$ cat src/rtl/slave_rx_if.sv
// Valid/ready word channel between the master stage and slave_rx.
interface slave_rx_if;
  logic       vaild;
  logic [7:0] master_data;
  logic       ready;

  modport master (output vaild, output master_data, input ready);
  modport slave  (input vaild, input master_data, output ready);
endinterface

$ cat src/rtl/slave_rx.sv
// Slow-consumer receiver: FIFO-buffered accept, rate-limited drain, optional
// sequence checker enabled by defining SLAVE_SEQ_CHECK_EN.
module slave_rx #(
  parameter int unsigned DEPTH        = 8,
  parameter int unsigned AFULL        = 6,
  parameter int unsigned DRAIN_PERIOD = 3
) (
  input  logic                     sys_clk,
  input  logic                     reset,
  slave_rx_if.slave                bus,
  output logic [7:0]               rx_data,
  output logic                     rx_vld,
  output logic [15:0]              rx_cnt,
  output logic [$clog2(DEPTH):0]   fifo_cnt,
  output logic                     seq_err
);

  localparam int unsigned AW = $clog2(DEPTH);
  localparam int unsigned CW = AW + 1;
  localparam int unsigned DW = (DRAIN_PERIOD > 1) ? $clog2(DRAIN_PERIOD) : 1;

  logic [7:0]    mem [DEPTH];
  logic [AW-1:0] wptr, rptr;
  logic [DW-1:0] dcnt;
  logic          tick, push, pop;
  logic [CW-1:0] cnt_next;

  assign tick = (dcnt == DW'(DRAIN_PERIOD - 1));
  assign push = bus.vaild && bus.ready;
  assign pop  = tick && (fifo_cnt != '0);

  always_comb begin
    cnt_next = fifo_cnt;
    case ({push, pop})
      2'b10:   cnt_next = fifo_cnt + CW'(1);
      2'b01:   cnt_next = fifo_cnt - CW'(1);
      default: cnt_next = fifo_cnt;
    endcase
  end

  // Storage needs no reset: pointer reset alone discards stale entries.
  always_ff @(posedge sys_clk) begin
    if (push) mem[wptr] <= bus.master_data;
  end

  always_ff @(posedge sys_clk or negedge reset) begin
    if (!reset) begin
      wptr      <= '0;
      rptr      <= '0;
      dcnt      <= '0;
      fifo_cnt  <= '0;
      bus.ready <= 1'b0;
      rx_data   <= '0;
      rx_vld    <= 1'b0;
      rx_cnt    <= '0;
    end else begin
      dcnt      <= tick ? '0 : dcnt + DW'(1);
      fifo_cnt  <= cnt_next;
      bus.ready <= (cnt_next < CW'(AFULL));
      rx_vld    <= pop;
      if (push) begin
        wptr   <= wptr + AW'(1);
        rx_cnt <= rx_cnt + 16'd1;
      end
      if (pop) begin
        rx_data <= mem[rptr];
        rptr    <= rptr + AW'(1);
      end
    end
  end

`ifdef SLAVE_SEQ_CHECK_EN
  logic       seq_init;
  logic [7:0] seq_exp;

  // Master sequence skips 0 and 1 when it wraps.
  function automatic logic [7:0] next_seq(input logic [7:0] v);
    return (v == 8'd255) ? 8'd2 : v + 8'd1;
  endfunction

  always_ff @(posedge sys_clk or negedge reset) begin
    if (!reset) begin
      seq_init <= 1'b0;
      seq_exp  <= '0;
      seq_err  <= 1'b0;
    end else if (push) begin
      seq_init <= 1'b1;
      seq_exp  <= next_seq(bus.master_data);
      if (seq_init && (bus.master_data != seq_exp)) seq_err <= 1'b1;
    end
  end
`else
  assign seq_err = 1'b0;
`endif

endmodule

$ cat src/flat_wrapper.sv
// flat-port wrapper written by rule: the top's interface ports become plain ports
module slave_rx_flat 
#(
  parameter int unsigned DEPTH        = 8,
  parameter int unsigned AFULL        = 6,
  parameter int unsigned DRAIN_PERIOD = 3
)
  (sys_clk, reset, rx_data, rx_vld, rx_cnt, fifo_cnt, seq_err, bus_vaild, bus_master_data, bus_ready);
  slave_rx_if bus_i ();
  input  logic sys_clk;
  input  logic reset;
  output logic [7:0] rx_data;
  output logic rx_vld;
  output logic [15:0] rx_cnt;
  output logic [$clog2(DEPTH):0] fifo_cnt;
  output logic seq_err;
  input wire logic [$bits(bus_i.vaild)-1:0] bus_vaild;
  input wire logic [$bits(bus_i.master_data)-1:0] bus_master_data;
  output wire logic [$bits(bus_i.ready)-1:0] bus_ready;
  assign bus_i.vaild = bus_vaild;
  assign bus_i.master_data = bus_master_data;
  assign bus_ready = bus_i.ready;
  slave_rx #(.DEPTH(DEPTH), .AFULL(AFULL), .DRAIN_PERIOD(DRAIN_PERIOD)) u_core (.sys_clk(sys_clk), .reset(reset), .bus(bus_i), .rx_data(rx_data), .rx_vld(rx_vld), .rx_cnt(rx_cnt), .fifo_cnt(fifo_cnt), .seq_err(seq_err));
endmodule
$ cat config.mk
export PLATFORM = sky130hd
export DESIGN_NAME = slave_rx_flat
export DESIGN_NICKNAME = d
export VERILOG_FILES = /design/src/rtl/slave_rx_if.sv /design/src/rtl/slave_rx.sv /design/src/flat_wrapper.sv
export SDC_FILE = /design/constraint.sdc
export NUM_CORES = 1
export LEC_CHECK = 0
export BUFFER_PORTS_ARGS = -buffer_cell sky130_fd_sc_hd__buf_2
export CORE_ASPECT_RATIO = 1.25
export CORE_MARGIN = 2
export CORE_UTILIZATION = 62
export DETAILED_ROUTE_END_ITERATION = 10
export PLACE_DENSITY = 0.94
export SETUP_SLACK_MARGIN = 0.5
export SLEW_MARGIN = 20
export SYNTH_ARGS = -nofsm -noshare
export SYNTH_HDL_FRONTEND = slang
export SYNTH_SLANG_ARGS = --single-unit
$ cat constraint.sdc
create_clock -name sys_clk -period 5.9 [get_ports sys_clk]
set_clock_uncertainty 0.05 [all_clocks]
set_input_delay 0.885 -clock sys_clk [delete_from_list [all_inputs] [get_ports sys_clk]]
set_output_delay 0.885 -clock sys_clk [all_outputs]
set_load 0.1 [all_outputs]
* Word-level counts from Yosys, hierarchy flattened
Memory sizes are Yosys's and may differ from the RTL's. A register that Yosys moved wholly into a read port is not among the register bits.
Index checks and enable logic that the tools add are counted.
** Operators by class
- Eq/ne operators :: 3
- Multiplexer cells :: 4
- Magnitude comparators :: 1
- Reduce and logical (&&, ||, !) cells :: 4
- Add/sub/neg operators :: 6
** Operators by type and width (count)
- adder 16 x 1 -> 16 bit, second input constant :: 1
- one-hot mux 4 bit (2 select lines) :: 1
- adder 3 x 1 -> 3 bit, second input constant :: 2
- adder 4 x 1 -> 4 bit, second input constant :: 1
- equality test 2 bit, second input constant :: 2
- less-than comparator 4 x 3 -> 1 bit, second input constant :: 1
- nonzero test 4 bit :: 1
- subtractor 4 x 1 -> 4 bit, second input constant :: 1
- adder 2 x 1 -> 2 bit, second input constant :: 1
- equality test 2 x 1 -> 1 bit, second input constant :: 1
- logical AND 1 bit :: 2
- two-way mux 1 bit :: 2
- two-way mux 2 bit :: 1
- logical NOT 1 bit :: 1
** Word-level totals
- RAM bits :: 64
- Input bits :: 11
- Output and inout port bits :: 31
- Logic and storage cells :: 26
- Register bits :: 30
- Memories :: 1
** Memories
- u_core.mem :: depth 8, width 8, rd ports 1, clocked after memory_dff 1, wr ports 1, line slave_rx.sv:22 : logic [7:0] mem [DEPTH];

* Depth between registers and ports, before layout
- Word-level depth :: 5
- Depth in mapped cells :: 10

* Worst setup path after synthesis
Ideal clock, no wire load.
- Path type :: register to register
- Start :: reg u_core.fifo_cnt[1]
- End :: reg u_core.bus.ready
- Slack :: 2.943 ns
- Library setup time :: 0.124 ns
- Data arrival time :: 2.783 ns
- Period minus slack after synthesis :: 2.957 ns
- Data required time :: 5.726 ns
- Stages on the path, launching flop included :: 11
- Cell sequence :: dfrtp_1 -> nor4_2 -> nor3b_2 -> buf_2 -> ha_1 -> inv_1 -> fa_1 -> xor2_1 -> o21bai_1 -> nor2_1 -> a211o_1
** Between the ends
- Word-level cells in the longest chain between the ends :: 5
- Elaborated cells between the ends (all ways) :: 8
- Those cells by class :: add/sub: 2; order compare: 1; eq/ne: 2; mux: 1; reduce/logical: 2
** RTL lines
- start, declared :: line slave_rx.sv:14 : output logic [$clog2(DEPTH):0] fifo_cnt,
- start signal, assigned :: line slave_rx.sv:58 : fifo_cnt <= cnt_next;
- nonzero test 4 bit * :: line slave_rx.sv:30 : assign pop = tick && (fifo_cnt != '0);
- logical AND 1 bit * :: line slave_rx.sv:30
- named net u_core.pop :: line slave_rx.sv:25 : logic tick, push, pop;
- equality test 2 x 1 -> 1 bit or equality test 2 bit (tied branches) :: line slave_rx.sv:34 : case ({push, pop})
- one-hot mux 4 bit (2 select lines) * :: line slave_rx.sv:34
- less-than comparator 4 x 3 -> 1 bit * :: line slave_rx.sv:59 : bus.ready <= (cnt_next < CW'(AFULL));
- end signal, assigned :: line slave_rx.sv:59
- end, declared :: line slave_rx_if.sv:8 : modport slave (input vaild, input master_data, output ready);
The timed path passes the listed nets; every way through them passes the cells marked *.
A chain may end at the register's enable or synchronous reset.

* Final worst setup path
- Start :: reg u_core.fifo_cnt[1]
- End :: reg u_core.bus.ready
** Between the ends
- Word-level cells in the longest chain between the ends :: 5
- Elaborated cells between the ends (all ways) :: 8
- Those cells by class :: add/sub: 2; order compare: 1; eq/ne: 2; mux: 1; reduce/logical: 2
** RTL lines (line)
- branches (longest 3 deep; another with subtractor 4 x 1 -> 4 bit)
- one-hot mux 4 bit (2 select lines) * :: slave_rx.sv:34
- less-than comparator 4 x 3 -> 1 bit * :: slave_rx.sv:59
Every way passes the cells marked *.

==> metrics.yaml <==
outcome: "finished clean"
clock-sinks: 102
fin_crit_sh: 0.441
drtIter0Drc: 262
synthCells: 285
diodes: 0
final_util: 0.708
initial_utilization: 0.642
path_max_fanout: 21
wire_per_inst_um: 17.8
tritoncts: "yes"
ant_nets: 0
dr.pass1.iters: 4
ctsLongestPathBuffers: 2
wirelength_um: 7530
placementRows: 33
r2r_start: "u_core.fifo_cnt[1]$_DFF_PN0_"
clkLatencyLatePin_ns: 0.36
vias: 2398
port-buffer-count: 40
drc: 0
slowest_stage: "dfrtp_1"
powerDensity_nw_per_um2: 510
grt_pass1_wl_um: 11900
vias_per_cell: 5.67
setup_violations: 0
path_cells: "nor4_2, nor3b_2, buf_4, ha_1, ha_1, a21oi_1, a21oi_1, or2_0, a211o_1"
antenna_found_initial: 0
num_io_pins: 42
max_stage_delay_ns: 0.44
syn-num-nets: 303
area_delta_synth_final_pct: 10.3
worstMarginPinSlew_ns: 0.894
hold_path.class: "reg2reg"
hold_slack_ns: 0.410
die_area_um2: 7470
cts_resized: 0
gp_congestion: 0.860
final-max-slew-violation-count: 0
grt_overflow: 0
grt_max_degree: 39
htree_num_levels: 3
cp-start-kind: "flop"
hp-start: "u_core.dcnt[1]$_DFF_PN0_"
crit_type: "reg2reg"
required_ns: 6.09
vdd_drop_max_uv: 656
core-area_um2: 6570
syn_area_um2: 4210
max_clock_freq_ghz: 0.385
yosysSeqAreaShare: 0.682
post-route-min-period_ns: 2.60
drive_gt1_frac: 0.202
slew_headroom: 0.402
dp_hpwl_um: 4940
grt_use_total: 0.218
grt_pass1_vias: 2346
maxCapViolCount: 0
nNetsFinal: 349
root_buffer: "clkbuf_8"
cp.arrival_ns: 2.79
fp.dieW_um: 77.7
postCtsHoldBufs: 0
endpoint_kind: "flop"
crit_start: "u_core.fifo_cnt[1]$_DFF_PN0_"
hold_viol_final: 0
cts_made_buffers: 9
avgSynthCellArea_um2: 14.8
ys_warn_count: 0
clk_pin_slew_worst_paths_ns: 0.08
fillCellCount: 425
yosysUniqueCellTypes: 41
finalSetupTns_ns: 0
rsz0062_at_grt: "false"
post_cts_buffers: 0
die_y_um: 96.1
ys_ff_latch: 102
leakagePower_nw: 1.89
-- Yosys cell counts --
library cell  count  area (um2)
edfxtp_1         64        1920
dfrtp_1          38         951
mux2i_1          33         330
xnor2_1          17         149
a22oi_1          16         120
nand3_1          14        70.1
inv_1            12        45.0
nand2_1          12        45.0
nor2_1            8        30.0
ha_1              6        75.1
nor3_1            6        30.0
o21ai_0           6        30.0
nand4_1           5        31.3
xor2_1            5        43.8
buf_4             4        30.0
and3_1            3        18.8
clkbuf_1          3        11.3
nor2b_1           3        18.8
o21ai_1           3        15.0
a21oi_1           2        10.0
buf_6             2        22.5
mux2_2            2        22.5
nand2b_1          2        12.5
nor2_2            2        12.5
a211o_1           1        8.76
and2_1            1        6.26
and2_4            1        8.76
buf_1             1        3.75
buf_2             1        5.00
buf_8             1        15.0
conb_1            1        3.75
fa_1              1        20.0
inv_6             1        8.76
mux2_4            1        15.0
nor3_4            1        16.3
nor3b_2           1        12.5
nor4_1            1        6.26
nor4_2            1        12.5
nor4b_1           1        8.76
o21bai_1          1        7.51
or2_0             1        6.26
-- final cells by class --
type                            instances  area [um2]  area share
Clock inverter                          2        8.76     0.00188
Timing Repair Buffer                   47         253      0.0544
Inverter                               13        53.8      0.0116
Tap cell                               87         109      0.0234
Clock buffer                           14         153      0.0328
Sequential cell                       102        2870       0.618
Multi-Input combinational cell        158        1200       0.258
-- placed cells by master (no fill, tap or decap), types with 7 or more instances in the layout --
| cell type | n |
|---|---|
| a22oi_1 | 16 |
| buf_2 | 40 |
| buf_4 | 7 |
| clkbuf_8 | 10 |
| dfrtp_1 | 38 |
| edfxtp_1 | 64 |
| inv_1 | 12 |
| mux2i_1 | 33 |
| nand2_1 | 12 |
| nand3_1 | 14 |
| nor2_1 | 8 |
| xnor2_1 | 17 |
-- sequential cells by signal (all words and copies together), names as in the netlist --
signal            cells
u_core.rx_vld         1
u_core.rx_data        8
u_core.bus.ready      1
u_core.fifo_cnt       4
u_core.dcnt           2
u_core.mem           64
u_core.rx_cnt        16
u_core.wptr           3
u_core.rptr           3
-- where the power goes --
| group | switching (mW) | total [mW] | leakage, nW | internal, mW |
|---|---|---|---|---|
| registers | 0.104 | 0.982 | 1.05 | 0.878 |
| logic | 0.763 | 1.01 | 0.758 | 0.250 |
| clock network | 0.209 | 0.373 | 0.0821 | 0.164 |
-- per-stage QoR --
step / power, mW / worst slack, ns / cells / area [um2]
after floorplan: 1.84 / 2.94 / 285 / 4210
after global placement: 1.97 / 3.17 / 407 / 4490
after detailed placement: 2.01 / 3.08 / 407 / 4490
after CTS: 2.37 / 3.29 / 423 / 4650
after global routing: 2.47 / 3.05 / 423 / 4650
final: 2.37 / 3.30 / 423 / 4650
-- cell families after synthesis --
kind of cell               Yosys count  share of synthesized area
DFF                                102                      0.682
muxes                               36                     0.0873
adders and majority gates            7                     0.0226
and+or+nand+nor                     63                     0.0823
other                                1                   0.000890
buffers and inverters               25                     0.0336
AOI/OAI and AO/OA                   29                     0.0455
xor gates and xnor gates            22                     0.0458
-- worst paths after layout --
path	endpoint	slack (ns)	depth (start not counted)
hold / removal	u_core.dcnt[0]$_DFF_PN0_	0.41	1
setup / recovery	u_core.bus.ready$_DFF_PN0_	3.30	9
max in group asynchronous	u_core.wptr[0]$_DFFE_PN0P_	4.70	1
min in group asynchronous	u_core.rptr[1]$_DFFE_PN0P_	0.56	1
setup reg to reg	u_core.bus.ready$_DFF_PN0_	3.30	9
hold reg to reg	u_core.dcnt[0]$_DFF_PN0_	0.41	1
-- layer usage --
metal  track usage  vias up  part of all wire
met5             0        -                 0
li1              -     1123                 -
met1         0.273     1190              0.40
met2         0.367       72              0.52
met3        0.0544       13             0.050
met4        0.0893        0             0.020
-- critical path: cells and delay by family, from the launching register on --
kind	cells	cell delay (ns)
buffers and inverters	1	0.21
adders and majority gates	2	0.60
DFF	1	0.44
AOI/OAI and AO/OA	3	0.56
and+or+nand+nor	3	0.62
No activity file was read; power rests on OpenSTA's default activity.
